<file path="src/rtl/btc_host_ctrl.sv">
// Mining host sequencer: loads barrier mask, midstate and work into a core over its
// packet port, then sweeps nonces until the core's barrier reports a hit or the space runs out.

package btc_host_pkg;
    localparam int mask_length_gp = 3;

    typedef enum logic [1:0] {
        NET_NULL = 2'd0,
        NET_REG  = 2'd1,
        NET_PC   = 2'd2,
        NET_BAR  = 2'd3
    } net_op_e;

    typedef struct packed {
        logic [3:0]  reserved;
        logic [9:0]  ID;
        net_op_e     net_op;
        logic [9:0]  net_addr;
        logic [31:0] net_data;
    } net_packet_s;
endpackage

module btc_host_ctrl
    import btc_host_pkg::*;
#(
    parameter logic [9:0]  net_ID_p        = 10'd1,
    parameter logic [31:0] bar_mask_p      = 32'd7,
    parameter logic [9:0]  bar_addr_p      = 10'd24,
    parameter logic [9:0]  midstate_base_p = 10'd1,
    parameter logic [9:0]  work_base_p     = 10'd9,
    parameter logic [9:0]  nonce_reg_p     = 10'd1,
    parameter logic [9:0]  cmd_reg_p       = 10'd20,
    parameter logic [31:0] pc_start_p      = 32'h2,
    parameter int          settle_p        = 4
) (
    input  logic                      clk,
    input  logic                      reset,
    input  logic                      start_i,
    input  logic                      abort_i,
    input  logic [255:0]              midstate_i,
    input  logic [95:0]               work_i,
    input  logic [31:0]               nonce_start_i,
    input  logic [mask_length_gp-1:0] barrier_i,
    output net_packet_s               net_packet_o,
    output logic                      busy_o,
    output logic                      found_o,
    output logic                      exhausted_o,
    output logic [31:0]               found_nonce_o,
    output logic [31:0]               nonce_cur_o
);

    localparam int SW = $clog2(settle_p + 1);

    typedef enum logic [3:0] {
        S_IDLE, S_BAR, S_MID, S_WORK, S_CMD, S_PC, S_ARM, S_WAIT, S_NONCE, S_HALT
    } state_e;

    // Encoding doubles as the command word written to the core.
    typedef enum logic [1:0] {
        PH_LDWORK  = 2'd1,
        PH_LDNONCE = 2'd2,
        PH_DONE    = 2'd3
    } phase_e;

    state_e        state_reg, state_next;
    phase_e        phase_reg, phase_next;
    logic [2:0]    idx_reg, idx_next;
    logic [SW-1:0] settle_reg, settle_next;
    logic [255:0]  mid_reg, mid_next;
    logic [95:0]   work_reg, work_next;
    logic [31:0]   nstart_reg, nstart_next;
    logic [31:0]   ncur_reg, ncur_next;
    logic [31:0]   fnonce_reg, fnonce_next;
    logic          busy_reg, busy_next;
    logic          found_reg, found_next;
    logic          exh_reg, exh_next;
    net_packet_s   pkt_reg, pkt_next;

    logic [31:0] mid_word [8];
    logic [31:0] work_word [3];

    genvar gi;
    generate
        for (gi = 0; gi < 8; gi++) begin : g_mid
            assign mid_word[gi] = mid_reg[255-32*gi -: 32];
        end
        for (gi = 0; gi < 3; gi++) begin : g_work
            assign work_word[gi] = work_reg[95-32*gi -: 32];
        end
    endgenerate

    always_ff @(posedge clk or negedge reset) begin
        if (!reset) begin
            state_reg  <= S_IDLE;
            phase_reg  <= PH_LDWORK;
            idx_reg    <= '0;
            settle_reg <= '0;
            mid_reg    <= '0;
            work_reg   <= '0;
            nstart_reg <= '0;
            ncur_reg   <= '0;
            fnonce_reg <= '0;
            busy_reg   <= 1'b0;
            found_reg  <= 1'b0;
            exh_reg    <= 1'b0;
            pkt_reg    <= '0;
        end else begin
            state_reg  <= state_next;
            phase_reg  <= phase_next;
            idx_reg    <= idx_next;
            settle_reg <= settle_next;
            mid_reg    <= mid_next;
            work_reg   <= work_next;
            nstart_reg <= nstart_next;
            ncur_reg   <= ncur_next;
            fnonce_reg <= fnonce_next;
            busy_reg   <= busy_next;
            found_reg  <= found_next;
            exh_reg    <= exh_next;
            pkt_reg    <= pkt_next;
        end
    end

    always_comb begin
        state_next  = state_reg;
        phase_next  = phase_reg;
        idx_next    = idx_reg;
        settle_next = settle_reg;
        mid_next    = mid_reg;
        work_next   = work_reg;
        nstart_next = nstart_reg;
        ncur_next   = ncur_reg;
        fnonce_next = fnonce_reg;
        busy_next   = busy_reg;
        found_next  = found_reg;
        exh_next    = exh_reg;
        pkt_next          = '0;
        pkt_next.ID       = net_ID_p;
        pkt_next.net_op   = NET_NULL;

        case (state_reg)
            S_IDLE, S_HALT: begin
                if (start_i) begin
                    mid_next    = midstate_i;
                    work_next   = work_i;
                    nstart_next = nonce_start_i;
                    busy_next   = 1'b1;
                    found_next  = 1'b0;
                    exh_next    = 1'b0;
                    phase_next  = PH_LDWORK;
                    state_next  = S_BAR;
                end
            end
            S_BAR: begin
                pkt_next.net_op   = NET_BAR;
                pkt_next.net_addr = bar_addr_p;
                pkt_next.net_data = bar_mask_p;
                idx_next          = '0;
                state_next        = S_MID;
            end
            S_MID: begin
                pkt_next.net_op   = NET_REG;
                pkt_next.net_addr = midstate_base_p + {7'd0, idx_reg};
                pkt_next.net_data = mid_word[idx_reg];
                if (idx_reg == 3'd7) begin
                    idx_next   = '0;
                    state_next = S_WORK;
                end else begin
                    idx_next = idx_reg + 3'd1;
                end
            end
            S_WORK: begin
                pkt_next.net_op   = NET_REG;
                pkt_next.net_addr = work_base_p + {8'd0, idx_reg[1:0]};
                pkt_next.net_data = work_word[idx_reg[1:0]];
                if (idx_reg == 3'd2) begin
                    idx_next   = '0;
                    state_next = S_CMD;
                end else begin
                    idx_next = idx_reg + 3'd1;
                end
            end
            S_CMD: begin
                pkt_next.net_op   = NET_REG;
                pkt_next.net_addr = cmd_reg_p;
                pkt_next.net_data = {30'd0, phase_reg};
                state_next        = S_PC;
            end
            S_PC: begin
                pkt_next.net_op   = NET_PC;
                pkt_next.net_data = pc_start_p;
                state_next        = S_ARM;
            end
            S_ARM: begin
                pkt_next.net_addr = bar_addr_p;
                pkt_next.net_data = 32'hFFFF_FFFE;
                settle_next       = SW'(settle_p);
                if (phase_reg == PH_DONE) begin
                    busy_next  = 1'b0;
                    state_next = S_HALT;
                end else begin
                    state_next = S_WAIT;
                end
            end
            S_WAIT: begin
                // Barrier is unreliable right after the PC restart; let it settle first.
                if (settle_reg != '0) begin
                    settle_next = settle_reg - SW'(1);
                end else if (barrier_i == '0) begin
                    if (phase_reg == PH_LDWORK) begin
                        ncur_next  = nstart_reg;
                        phase_next = PH_LDNONCE;
                        state_next = S_NONCE;
                    end else if (ncur_reg == 32'hFFFF_FFFF) begin
                        exh_next   = 1'b1;
                        phase_next = PH_DONE;
                        state_next = S_CMD;
                    end else begin
                        ncur_next  = ncur_reg + 32'd1;
                        state_next = S_NONCE;
                    end
                end else if (barrier_i == mask_length_gp'(1)) begin
                    found_next  = 1'b1;
                    fnonce_next = ncur_reg;
                    phase_next  = PH_DONE;
                    state_next  = S_CMD;
                end
            end
            S_NONCE: begin
                pkt_next.net_op   = NET_REG;
                pkt_next.net_addr = nonce_reg_p;
                pkt_next.net_data = ncur_reg;
                state_next        = S_CMD;
            end
            default: state_next = S_IDLE;
        endcase

        if (abort_i) begin
            state_next       = S_IDLE;
            busy_next        = 1'b0;
            found_next       = 1'b0;
            exh_next         = 1'b0;
            pkt_next         = '0;
            pkt_next.ID      = net_ID_p;
            pkt_next.net_op  = NET_NULL;
        end
    end

    assign net_packet_o  = pkt_reg;
    assign busy_o        = busy_reg;
    assign found_o       = found_reg;
    assign exhausted_o   = exh_reg;
    assign found_nonce_o = fnonce_reg;
    assign nonce_cur_o   = ncur_reg;

endmodule

</file>
<file path="config.mk">
export PLATFORM = sky130hd
export DESIGN_NAME = btc_host_ctrl
export DESIGN_NICKNAME = d
export VERILOG_FILES = /design/src/rtl/btc_host_ctrl.sv
export SDC_FILE = /design/constraint.sdc
export NUM_CORES = 1
export LEC_CHECK = 0
export CORE_ASPECT_RATIO = 1.5
export CORE_UTILIZATION = 46
export CTS_CLUSTER_SIZE = 25
export DETAILED_ROUTE_END_ITERATION = 6
export PLACE_DENSITY = 0.77
export SYNTH_ARGS = -nofsm -noshare
export SYNTH_HDL_FRONTEND = slang
export SYNTH_SLANG_ARGS = --single-unit
</file>
<file path="constraint.sdc">
create_clock -name clk -period 2.42 [get_ports clk]
set_input_delay 0.484 -clock clk [delete_from_list [all_inputs] [get_ports clk]]
set_output_delay 0.484 -clock clk [all_outputs]
set_load 0.01 [all_outputs]
</file>
-- Yosys cells after proc, flatten, opt, wreduce, memory -nomap -nowiden
Cells that the tools add are included.
- output and inout port bits: 125
- word-level logic and storage cells: 131
- input bits: 391
- bits in registers: 521
- $lt $le $gt $ge: 2
- $add $sub $neg: 5
- muxes and demuxes: 51
- bitwise gates (word level): 4
- equality and inequality tests: 32
- reductions and logical operators: 20
- operators by type and width (kind ; count):
    $pmux 32 s7 ; 1
    $mux 32 ; 6
    $bmux 32 s3 ; 1
    $bmux 32 s2 ; 1
    $mux 44 ; 1
    $mux 4 ; 10
    $pmux 4 s9 ; 1
    $ne 3x3->1 const B ; 11
    $add 32x1->32 const B ; 1
    $eq 32x32->1 const B ; 1
    $pmux 5 s5 ; 1
    $eq 4x3->1 const B ; 4
    $reduce_and 5->1 ; 3
    $mux 1 ; 13
    $mux 2 ; 6
    $reduce_bool 3->1 ; 4
    $mux 3 ; 3
    $pmux 3 s3 ; 1
    $eq 4x2->1 const B ; 2
    $eq 4x4->1 const B ; 2
    $ne 2x2->1 const B ; 4
    $ne 4x4->1 const B ; 2
    $reduce_and 4->1 ; 2
    $pmux 1 s2 ; 3
    other kinds (26) ; 30

-- Longest topological paths before layout
Gate-level depths: netlist of the first run.
- word-level depth: 7
- depth in mapped cells: 10
- gate-level depth less buffers: 7

-- Worst setup path after synthesis of the first run
No wires, ideal clock.
- kind: reg-to-reg
- start: register ncur_reg[0] (netlist: nonce_cur_o[0])
- end: register ncur_reg[28] (netlist: nonce_cur_o[28])
- setup slack: 0.005 ns
- setup time: 0.122 ns
- path buffers: 0
- arrival: 2.294 ns
- clock period less this slack: 2.415 ns
- data required time: 2.298 ns
- stages on the path, launching flop included: 7
- path through: dfrtp_1 -> ha_1 -> nand4_1 -> nor3_1 -> or4b_4 -> or3_1 -> a32o_1
- longest elaborated chain between the ends: 3
- elaborated cells on any way between the ends: 6
- classes of those cells: 1 x add/sub; 2 x eq/ne; 2 x mux; 1 x reduce/logical
- ends and longest elaborated chain (item ; line ; source):
    start: declaration ; 72 ; logic [31:0] ncur_reg, ncur_next;
    start signal: assignment ; 115 ; ncur_reg <= ncur_next;
    $add 32x1->32 or $eq 32x32->1 (tied branches) ; 219, 214 ;
    $mux 32 or $ne 2x2->1 (tied branches) ; -- ;
    $mux 32 or $reduce_and 4->1 (tied branches) ; -- ;
Several ways; a longest one is shown, not always the timed one. The select of a mux whose other input is x is not followed.
A chain may end at the register's enable or synchronous reset.

-- Worst setup path in the final report of the first run
- start: register ncur_reg[1] (netlist: nonce_cur_o[1])
- end: register ncur_reg[28] (netlist: nonce_cur_o[28])
The elaborated chain is that of the path after synthesis.

==> out/metrics.cfg, run 1 <==
[run_status]
status=finished with violations
violations=design-rule violations

[floorplanning]
die_width_um=185
die_y_um=277
start_util_pct=46.6
die-area_um2=51200
num_rows=100
ios=516
core_area_um2=49700

[critical_path]
crit_arrival_ns=2.75
path_class=reg2reg
cp_num_buf_inv=0
crit_start=nonce_cur_o[1]
crit_family=simple AND/OR/NAND/NOR gates
r2r-start=nonce_cur_o[1]
cp-start-kind=flip-flop
crit_path_end=nonce_cur_o[28]
path_depth=6
end_kind=flip-flop
r2r-end=nonce_cur_o[28]
path_max_fanout=3
path_cells=ha_1, nand4_1, nor3_1, or4b_4, or3_1, a32o_1
worstPathRequired_ns=2.88
cpPeakStageDelay_ns=0.54
reg2reg_depth=6
reg2reg_slack_ns=0.13
cpMaxStageDelayCell=or4b_4

[clock_network]
h-tree-depth=2
cts_made_buffers=47
cts_tree=yes
clk_pin_slew_ns=0.07
clockRootBuffer=clkbuf_16
clock_latency_ns=0.57
clkSinkCount=503
cts_buffer_depth=3

[detailed_routing]
drtAntennaViolNets=0
drcViolationCount=8
via_per_inst=5.53
avgRoutedWirePerCell_um=21.0
vias=20792
drt-total-wl_um=79000
drt_pre_antenna_iters=7
drtIter0Drc=1646

[placed_design]
place_hpwl_um=58000
gp_congestion=0.960
io_buffers=497
placed_area_um2=29700

[finish]
mostFrequentLayoutCells=nand2_1 (1267), dfrtp_1 (499), clkdlybuf4s50_1 (496)
num-nets-final=3448
drive_above_1_share_pct=12.0
final_common_cell=nand2_1
final_area_um2=31400
final_core_util_pct=63.2
areaGrowthSynthToFinish_pct=35.6
largest_reg_flops=256
fillerInstances=3991

[power_and_ir_drop]
power_density_nw_per_um2=1160
power.static_leakage_uw=0.0148
ir_worst_vdd_uv=643

[flow_run]
drv_cap=0

[yosys]
yosysTopAreaCell=dfrtp_1
ys_async_sr_fraction_pct=100
synthesis.area_um2=23100
synth.avg_cell_area_um2=9.14
synth-edff-count=0
ys.flop_type=dfrtp_1
yosysWarnings=0
netlist.area_leader.share_pct=54.3
yosysUniqueCellTypes=64
ys_ff_latch=503
ys_seq_area_share_pct=54.4
synth_cells=2532
synth_area_leaders=dfrtp_1 (54%), nand2_1 (21%), mux4_2 (5.9%)

[sta]
timing.final.crit_share_pct=94.4
setup_viol=0
timing_hold_violations_final=0
worst_slew_pin_slew_ns=0.692
skew_ns=0.0167
fmax_mhz=438
max_slew_margin_pct=53.9
rsz0062_at_grt=false
slew_violations=0
fin_crit_ns=2.29

[worst_hold_path]
min_path_type=in2async

[global_route]
antenna_found_initial=12
grt_overflow=0
grt_pass1_wl_um=120000
grt_pass1_vias=21633
grt_max_degree=106
grtUsageTotal_pct=30.9

==> power breakdown <==
| part | switching, uW | internal [uW] |
|---|---|---|
| Clock | 3340 | 4290 |
| Sequential | 2100 | 11800 |
| Combinational | 8220 | 6450 |
==> layout make-up <==
class                           instances  area (um2)  share of cell area, %
Multi-Input combinational cell       1844        9840                   31.4
Antenna cell                           12        30.0                 0.0957
Tap cell                              663         830                   2.64
Clock buffer                           59        1270                   4.05
Inverter                               12        45.0                  0.144
Sequential cell                       503       12600                   40.2
Timing Repair Buffer                  643        6470                   20.6
Clock inverter                         27         293                  0.933
==> layer usage <==
metal,share of wire [%],global-route usage [%],wire length (um),vias up
met5,0,0,0,-
met4,6.7,20.3,5300,0
met3,6.2,3.80,4880,246
met2,51,52.3,40100,1006
met1,36,36.7,28800,10198
li1,-,-,-,9342
==> per-stage QoR <==
| step | cells | hold WS, ns | setup slack, ns | power (uW) | setup TNS, ns |
|---|---|---|---|---|---|
| after floorplan | 2549 | 0.188 | 0.00466 | 22600 | 0 |
| after global placement | 3659 | 0.413 | -0.535 | 27800 | -7.36 |
| after detailed placement | 3659 | 0.420 | -0.554 | 28500 | -7.91 |
| after CTS | 3750 | 0.420 | 0.0665 | 36300 | 0 |
| after global routing | 3763 | 0.423 | 0.0409 | 38400 | 0 |
| final | 3763 | 0.415 | 0.135 | 36300 | 0 |
==> timing repair <==
item,in CTS,in global routing
gates resized for setup,2,1
setup endpoints to repair,3,2
hold buffers,1,0
hold endpoints to repair,40,0
buffers inserted,4,1
pin swaps,1,1
==> how the worst min path moves through the flow <==
stage / startpoint / end / slack (ns) / cells after the start
after detailed placement: reset / mid_reg[30] / 0.42 / 1
after global routing: work_i[42] / work_reg[42] / 0.42 / 3
after floorplan: reset / busy_o / 0.19 / 0
after CTS: reset / mid_reg[61] / 0.42 / 2
final: reset / mid_reg[30] / 0.41 / 2
after global placement: reset / mid_reg[30] / 0.41 / 1
==> synthesized netlist by cell type, drive strengths merged, types with 3 or more instances <==
cell,count
nand2,1267
dfrtp,502
clkbuf,138
a21oi,82
mux2,62
mux4,61
o21ai,59
buf,52
mux2i,40
nor2,32
a221oi,31
nand3,24
nand4,18
nor3,16
a31oi,15
inv,12
nor2b,10
nor4,10
o22ai,9
and3,6
ha,6
nand2b,6
o31ai,6
a211oi,5
and2,5
a2bb2oi,4
o2bb2ai,4
or4,4
a22oi,3
and4,3
o2111ai,3
o211ai,3
o221a,3
==> worst register-to-register path, delay by kind of cell, from the launching register on <==
family,cells,cell delay (ns)
AND/OR/NAND/NOR,4,1.38
adder cells (fa/ha/maj),1,0.18
flip-flops,1,0.35
AO/OA/AOI/OAI,1,0.26
==> cells by family after synthesis <==
kind of cell	count (synthesis)	synth area share, %
AOI/OAI and AO/OA	245	6.69
and+or+nand+nor	1410	24.2
buffers and inverters	202	3.64
DFF	503	54.4
adders and majority gates	6	0.324
other	2	0.0325
muxes	163	10.7
xor gates and xnor gates	1	0.0379
No activity file was read; power rests on OpenSTA's default activity.
==> run 2, diff against run 1 <==
CORE_UTILIZATION = 55   (was 46)
HOLD_SLACK_MARGIN = 0.05   (was default)
PLACE_DENSITY = 0.86   (was 0.77)
clock period = 2.7 ns   (was 2.42 ns; I/O delays follow)
==> run 2 against run 1 <==
  * The run now ends clean
  * Highest routed layer unchanged
  * Critical path depth unchanged
  * Non-clock buffer count fell by 42
  * Largest cell class unchanged
  * Maximum frequency decreased by 9.6%
  * Core utilization increased by 11 points
  * Clock power fell by 12%
  * Register-to-register slack better by 0.04 ns
  * Global-route usage up 4.9 points
  * Sequential power is 9% lower
  * Via count rose by 0.80%
  * Sequential share of layout area increased by 0.86 points
==> out/metrics.cfg, run 2 (synthesis results as in run 1) <==
[sta]
max_slew_margin_pct=39.8
fin_crit_ns=2.53
tns_ns=0
fmax_mhz=395
worst_hold_slack_ns=0.473
timing_hold_violations_final=0
setup_viol=0
skew_ns=0.0119
rsz0062_at_grt=false
slew_violations=0
worst_slew_pin_slew_ns=0.902
timing.final.crit_share_pct=93.7

[power_and_ir_drop]
power.static_leakage_uw=0.0146
power_density_nw_per_um2=1040
ir_worst_vdd_uv=805

[detailed_routing]
drtIter0Drc=2017
drcViolationCount=0
via_per_inst=5.79
drt-total-wl_um=76500
drtAntennaViolNets=0
avgRoutedWirePerCell_um=21.2
drt_pre_antenna_iters=6
vias=20959

[global_route]
grt_pass1_wl_um=117000
grt_overflow=0
antenna_found_initial=17
grt_max_degree=178
grt_pass1_vias=21475
grtUsageTotal_pct=35.8

[clock_network]
cts_setup_buffers=0
clock_latency_ns=0.57
cts_made_buffers=46
cts_buffer_depth=3
h-tree-depth=2
clkSinkCount=503
clockRootBuffer=clkbuf_16
cts_tree=yes
clk_pin_slew_ns=0.06

[finish]
drive_above_1_share_pct=10.6
areaGrowthSynthToFinish_pct=32.7
final_core_util_pct=74.3
mostFrequentLayoutCells=nand2_1 (1267), dfrtp_1 (499), clkdlybuf4s50_1 (496)
final_common_cell=nand2_1
stdcell_count=3618
largest_reg_flops=256
fillerInstances=2822
num-nets-final=3405

[floorplanning]
die-area_um2=42900
core_area_um2=41300
die_width_um=169
num_rows=91
ios=516
start_util_pct=56.0
die_y_um=253

[critical_path]
r2r-start=settle_reg[0]
crit_path_end=state_reg[3]
crit_start=settle_reg[0]
path_max_fanout=5
cp-start-kind=flip-flop
reg2reg_depth=6
crit_arrival_ns=2.98
end_kind=flip-flop
reg2reg_slack_ns=0.17
path_class=reg2reg
worstPathRequired_ns=3.16
r2r-end=state_reg[3]

[placed_design]
place_hpwl_um=54700
placed_cells=3517
gp_congestion=0.981
io_buffers=497

[worst_hold_path]
min_path_type=reg2reg

[flow_run]
drv_cap=0

[run_status]
status=complete, no violations

run 2: changes by cell type in the layout (fill, tap and decap cells not counted), sizes merged:
cell | before | now
buf | 146 | 104
clkbuf | 59 | 65
diode | 12 | 17
clkinv | 12 | 9
clkinvlp | 7 | 4
bufinv | 5 | 3
inv | 15 | 14
run 2: final cells by class:
type	count	area (um2)	area share, %
inverters	12	45.0	0.147
clock buffers	65	1330	4.34
flip-flops and latches	503	12600	41.0
well taps	558	698	2.27
clock inverters	18	194	0.631
repair buffers	601	5980	19.5
diodes	17	42.5	0.138
multi-input cells	1844	9830	32.0
run 2: metrics by stage:
step | worst slack [ns] | area, um2 | power (uW)
final | 0.171 | 30700 | 31900
after global routing | 0.0551 | 30700 | 33800
after CTS | 0.169 | 30700 | 31900
after detailed placement | -0.199 | 29100 | 25000
after global placement | -0.125 | 29100 | 24300
after floorplan | 0.285 | 23200 | 20300
run 2: critical path, stage by stage, from the launching register on:
cell and delay [ns]:
dfrtp_1 0.39, inv_1 0.08, ha_1 0.18, or4b_2 0.66, a222oi_1 0.42, o21ai_0 0.31, a221oi_1 0.38
run 2: timing repair:
action,CTS,global route
endpoints found under the hold margin,52,0
hold buffers,1,0
gates resized for setup,0,0
run 2: worst min path at each step:
stage | start | end | slack, ns | cells after the start
final | nstart_reg[29] | nstart_reg[29] | 0.47 | 2
after global routing | work_i[42] | work_reg[42] | 0.49 | 3
after CTS | mid_reg[144] | mid_reg[144] | 0.47 | 2
after detailed placement | mid_reg[144] | mid_reg[144] | 0.46 | 2
after global placement | nstart_reg[29] | nstart_reg[29] | 0.45 | 2
after floorplan | reset | busy_o | 0.24 | 0
run 2: per-layer routing:
layer / up-vias / GRT usage, % / part of all wire [%]
met5: - / 0 / 0
met4: 0 / 26.1 / 7.8
met3: 318 / 4.88 / 7.1
met2: 1164 / 59.5 / 49
met1: 10203 / 42.8 / 36
li1: 9274 / - / -
run 2: power breakdown:
part           switching (uW)  internal (uW)  leakage, uW
combinational            7300           5380      0.00744
sequential               1940          10600      0.00637
clock                    2930           3750     0.000742
==> run 3, diff against run 2 <==
TNS_END_PERCENT = 50   (was default)
==> results of run 3 <==
Final layout, timing and power as in run 2 (identical DEF).
